$ cat src/rtl/parking_pkg.sv
// Shared types and default constants for the parking barrier gate arbiter.
// Imported by parking_gate_arbiter and gate_rr_arbiter.
package parking_pkg;

    typedef enum logic [1:0] {
        IDLE,
        OPEN_ENTRY,
        OPEN_EXIT,
        PASSING
    } state_e;

    typedef enum logic {
        DIR_ENTRY,
        DIR_EXIT
    } dir_e;

    localparam int CAPACITY     = 8;
    localparam int PASS_TIMEOUT = 16;

endpackage

$ cat src/rtl/gate_rr_arbiter.sv
// Two-lane arbiter for the barrier gate: bit 0 = entry, bit 1 = exit.
// GATE_ROUND_ROBIN_EN: alternate on contention; otherwise exit has priority.
module gate_rr_arbiter (
    input  logic       clk,
    input  logic       rst,
    input  logic [1:0] req,
    output logic [1:0] grant
);

`ifdef GATE_ROUND_ROBIN_EN
    import parking_pkg::*;

    dir_e ptr_q;
    dir_e ptr_d;

    // Favour the lane not served last; pointer moves on every grant
    always_comb begin
        grant = req;
        if (req == 2'b11) begin
            grant = (ptr_q == DIR_ENTRY) ? 2'b01 : 2'b10;
        end
        ptr_d = ptr_q;
        if (grant[0]) begin
            ptr_d = DIR_EXIT;
        end else if (grant[1]) begin
            ptr_d = DIR_ENTRY;
        end
    end

    // Pointer register, reset to favour the entry lane
    always_ff @(posedge clk) begin
        if (rst) begin
            ptr_q <= DIR_ENTRY;
        end else begin
            ptr_q <= ptr_d;
        end
    end
`else
    logic unused_clk_rst;
    assign unused_clk_rst = clk ^ rst;

    // Fixed priority: exit lane always wins
    always_comb begin
        grant = req;
        if (req[1]) begin
            grant = 2'b10;
        end
    end
`endif

endmodule

$ cat src/rtl/parking_gate_arbiter.sv
// Barrier gate sharing between entry and exit lanes with occupancy tracking.
// Optional round-robin contention handling via GATE_ROUND_ROBIN_EN.
module parking_gate_arbiter #(
    parameter int CAPACITY     = parking_pkg::CAPACITY,
    parameter int CNT_W        = 4,
    parameter int PASS_TIMEOUT = parking_pkg::PASS_TIMEOUT,
    parameter int TMR_W        = 5
) (
    input  logic             clk,
    input  logic             rst,
    input  logic             entry_req,
    input  logic             exit_req,
    input  logic             gate_sensor,
    output logic             entry_grant,
    output logic             exit_grant,
    output logic             gate_open,
    output logic [CNT_W-1:0] occupancy,
    output logic             lot_full,
    output logic             lot_empty,
    output logic             timeout_alarm
);

    import parking_pkg::*;

    state_e             state_q, state_d;
    dir_e               dir_q, dir_d;
    logic [TMR_W-1:0]   timer_q, timer_d;
    logic [CNT_W-1:0]   occ_q, occ_d;
    logic               full_q, full_d;
    logic               empty_q, empty_d;
    logic               entry_grant_q, entry_grant_d;
    logic               exit_grant_q, exit_grant_d;
    logic               alarm_q, alarm_d;
    logic [1:0]         arb_req;
    logic [1:0]         arb_gnt;

    // Only idle requests compete; entry is masked while the lot is full
    assign arb_req = (state_q == IDLE) ? {exit_req, entry_req & ~full_q} : 2'b00;

    gate_rr_arbiter u_arb (
        .clk   (clk),
        .rst   (rst),
        .req   (arb_req),
        .grant (arb_gnt)
    );

    assign gate_open     = (state_q != IDLE);
    assign entry_grant   = entry_grant_q & ~rst;
    assign exit_grant    = exit_grant_q & ~rst;
    assign occupancy     = occ_q;
    assign lot_full      = full_q;
    assign lot_empty     = empty_q;
    assign timeout_alarm = alarm_q;

    // Next-state, timer, occupancy and pulse outputs
    always_comb begin
        state_d       = state_q;
        dir_d         = dir_q;
        timer_d       = timer_q;
        occ_d         = occ_q;
        entry_grant_d = 1'b0;
        exit_grant_d  = 1'b0;
        alarm_d       = 1'b0;
        unique case (state_q)
            IDLE: begin
                timer_d = '0;
                if (arb_gnt[0]) begin
                    state_d       = OPEN_ENTRY;
                    dir_d         = DIR_ENTRY;
                    entry_grant_d = 1'b1;
                end else if (arb_gnt[1]) begin
                    state_d      = OPEN_EXIT;
                    dir_d        = DIR_EXIT;
                    exit_grant_d = 1'b1;
                end
            end
            OPEN_ENTRY, OPEN_EXIT: begin
                if (gate_sensor) begin
                    state_d = PASSING;
                    timer_d = '0;
                end else if (timer_q == TMR_W'(PASS_TIMEOUT - 1)) begin
                    state_d = IDLE;
                    timer_d = '0;
                    alarm_d = 1'b1;
                end else begin
                    timer_d = timer_q + 1'b1;
                end
            end
            PASSING: begin
                if (!gate_sensor) begin
                    state_d = IDLE;
                    if (dir_q == DIR_ENTRY) begin
                        occ_d = occ_q + 1'b1;
                    end else if (occ_q != '0) begin
                        occ_d = occ_q - 1'b1;
                    end
                end
            end
            default: state_d = IDLE;
        endcase
        full_d  = (occ_d == CNT_W'(CAPACITY));
        empty_d = (occ_d == '0);
    end

    // State and datapath registers
    always_ff @(posedge clk) begin
        if (rst) begin
            state_q       <= IDLE;
            dir_q         <= DIR_ENTRY;
            timer_q       <= '0;
            occ_q         <= '0;
            full_q        <= 1'b0;
            empty_q       <= 1'b1;
            entry_grant_q <= 1'b0;
            exit_grant_q  <= 1'b0;
            alarm_q       <= 1'b0;
        end else begin
            state_q       <= state_d;
            dir_q         <= dir_d;
            timer_q       <= timer_d;
            occ_q         <= occ_d;
            full_q        <= full_d;
            empty_q       <= empty_d;
            entry_grant_q <= entry_grant_d;
            exit_grant_q  <= exit_grant_d;
            alarm_q       <= alarm_d;
        end
    end

endmodule

$ cat config.mk
export PLATFORM = sky130hd
export DESIGN_NAME = parking_gate_arbiter
export DESIGN_NICKNAME = d
export VERILOG_FILES = /design/src/rtl/parking_pkg.sv /design/src/rtl/gate_rr_arbiter.sv /design/src/rtl/parking_gate_arbiter.sv
export SDC_FILE = /design/constraint.sdc
export NUM_CORES = 1
export LEC_CHECK = 0
export ABC_CLOCK_PERIOD_IN_PS = 2360
export CAP_MARGIN = 10
export CORE_ASPECT_RATIO = 1.2
export CORE_UTILIZATION = 55
export CTS_CLUSTER_DIAMETER = 40
export DETAILED_ROUTE_END_ITERATION = 7
export PLACE_DENSITY_LB_ADDON = 0.12
export SKIP_LAST_GASP = 1
export SLEW_MARGIN = 20
export SYNTH_ARGS = -nofsm -noshare
export SYNTH_HDL_FRONTEND = slang
export SYNTH_SLANG_ARGS = --single-unit
$ cat constraint.sdc
create_clock -name clk -period 2.36 [get_ports clk]
set_input_delay 0.472 -clock clk [delete_from_list [all_inputs] [get_ports clk]]
set_output_delay 0.472 -clock clk [all_outputs]
set_load 0.01 [all_outputs]
==> results of run 1 <==
[worst paths after layout]
kind	end	slack [ps]	cells after the start
setup / recovery	entry_grant	260	3
hold / removal	timeout_alarm$_SDFF_PP0_	470	1
setup reg to reg	lot_full$_SDFF_PP0_	600	5
hold reg to reg	timeout_alarm$_SDFF_PP0_	470	1
[through the flow]
step | hold slack [ps] | instance area, µm² | setup slack [ps] | total power [mW]
5_1_grt | 496 | 1140 | 208 | 0.914
3_5_place_dp | 438 | 1110 | 246 | 0.699
4_1_cts | 464 | 1140 | 243 | 0.856
2_1_floorplan | 413 | 965 | 802 | 0.623
3_3_place_gp | 443 | 1110 | 286 | 0.688
6_report | 471 | 1140 | 255 | 0.847
[cell usage in the layout (no fill, tap or decap), types with 2 or more instances in the layout]
master,n
o21ai_0,2
nand2b_1,2
nor2_1,11
a21oi_1,6
nor3b_1,3
nand2_1,10
mux2i_1,5
inv_1,8
dfxtp_1,17
clkbuf_4,3
nand3_1,3
clkdlybuf4s50_1,14
ha_1,6
nor2b_1,6
and2_1,2
[routing by layer]
| layer | track usage, % | wire, µm | vias up |
|---|---|---|---|
| met5 | 0 | 0 | - |
| met4 | 6.00 | 0 | 0 |
| met3 | 2.79 | 41 | 0 |
| met2 | 35.5 | 886 | 13 |
| met1 | 21.9 | 767 | 356 |
| li1 | - | - | 410 |
[cells by family (layout without fill, tap and decap cells)]
kind of cell	Yosys count	count (layout)	share of synthesized area [%]
buf+inv	11	27	5.19
flops	17	17	35.3
compound gates	18	18	14.9
xor+xnor	2	2	1.82
simple gates	49	49	29.8
fa+ha+maj	6	6	7.78
mux	5	5	5.19
[state kept, by name (all words and copies together) (netlist names)]
register	count
timeout_alarm	1
state_q	2
entry_grant_q	1
exit_grant_q	1
dir_q	1
lot_empty	1
timer_q	5
lot_full	1
occupancy	4
[worst max-delay path: cells and delay by family]
kind	cells	cell delay, ps
AND/OR/NAND/NOR	1	140
buffers and inverters	2	1020
[power by group]
| group | internal, mW | total, mW | leakage (nW) | switching [mW] |
|---|---|---|---|---|
| logic | 0.156 | 0.340 | 0.320 | 0.184 |
| registers | 0.323 | 0.352 | 0.138 | 0.0297 |
| clock network | 0.0630 | 0.154 | 0.0177 | 0.0910 |
[layout make-up]
type,count,area (µm²)
Multi-Input combinational cell,80,574
Timing Repair Buffer,15,148
Sequential cell,17,340
Fill cell,124,499
Tap cell,18,22.5
Clock buffer,3,22.5
Inverter,8,30.0
Clock inverter,1,5.00
==> results.toml, run 1 <==
[placement]
gp_congestion = 0.700
dp_hpwl_um = 1240
io_buffer_count = 14
dpl.cell_count = 138

[cts]
clockBufferDepth = 2
cts_tree = "yes"
clkLatencyLatePin_ps = 290
cts.sinks = 17
clock-root-buffer = "clkbuf_4"
h-tree-depth = 1
cts_hold_buf = 0
cts_resized = 0
cts_buffers = 3
clkTransAtPathRegs_ps = 100
cts_setup_buffers = 0

[detailed_routing]
wl_per_cell_um = 11.9
routed_wl_um = 1700
drt_iter0_markers = 15
post-route-drc-count = 0
firstDrtPassIters = 4
via_count = 779
via_per_inst = 5.49
ant_nets = 0

[cells_and_area]
drive_gt1_share_pct = 8.87
antennaDiodeCount = 0
stdcell_count = 142
fin_util_pct = 69.6
syn_to_final_growth_pct = 18.4
nets = 136

[logic_synthesis]
ys_async_sr_fraction_pct = 0
synth_area_leaders = "dfxtp_1 (35%), ha_1 (7.8%), mux2i_1 (5.2%)"
synth_edf_count = 0
syn-num-nets = 119
synthTopCellsByCount = "dfxtp_1 (17), nor2_1 (11), nand2_1 (10)"
ys_seq_area_share_pct = 35.3
yosys.cell_types.count = 40
synth_warnings = 0
synth_top_area_cell = "dfxtp_1"
netlist_area_um2 = 965
synthFlopType = "dfxtp_1"
netlist.area_leader.share_pct = 35.3
netlist_instances = 108
synth.most_common_cell = "dfxtp_1"
synth.ff_latch_count = 17
synth.avg_cell_area_um2 = 8.93

[floorplan]
fp-row-count = 16
coreArea_um2 = 1640
ioPinCount = 15
start_util_pct = 58.8
die_x_um = 40.2
dieArea_um2 = 1930
chipHeight_um = 47.9

[grt]
grt_pass1_vias = 623
gr-usage-all-layers_pct = 19.1
antenna_found_initial = 0
grt_start_max_net_pins = 15
grt_overflow = 0
grt_pass1_wl_um = 2530

[sta]
relSlewSlack_pct = 71.5
tns_ps = 0
period_needed_ps = 2100
hold_violations = 0
finalSetupViolCount = 0
tightest_slew_ps = 427
fin_crit_sh_pct = 89.2
rsz0062_at_grt = "false"
max_freq_ghz = 0.475
drv_slew = 0
fin_skew_ps = 4.81

[setup_path]
crit_top_cell = "clkdlybuf4s50_1"
critical-path-max-stage-delay_ps = 550
crit_chain = "clkdlybuf4s50_1 -> nor2b_1 -> clkdlybuf4s50_1"
cp-start-kind = "input pin"
crit_type = "in2out"
timing.rr.start = "state_q[1]$_SDFFE_PP0P_"
cp_slowest_cell = "clkdlybuf4s50_1"
end_kind = "primary output"
cp_max_fo = 5
required_ps = 1890
crit_start = "rst"
critPathArrivalTime_ps = 1630

[pwr]
vdd.ir_drop.worst_mv = 0.611
power_density_nw_per_um2 = 741
leakage_nw = 0.476

[outcome]
outcome = "finished clean"

[worst_hold_path]
hp-class = "reg2reg"
worstHoldStart = "timer_q[4]$_SDFFE_PP0P_"

[run]
drv_cap = 0
Power figures use the tool's default switching activity.
==> run 2, diff against run 1 <==
GPL_ROUTABILITY_DRIVEN = 0   (was default)
==> results of run 2 <==
No change in the layout: final DEF, timing and power equal those of run 1.
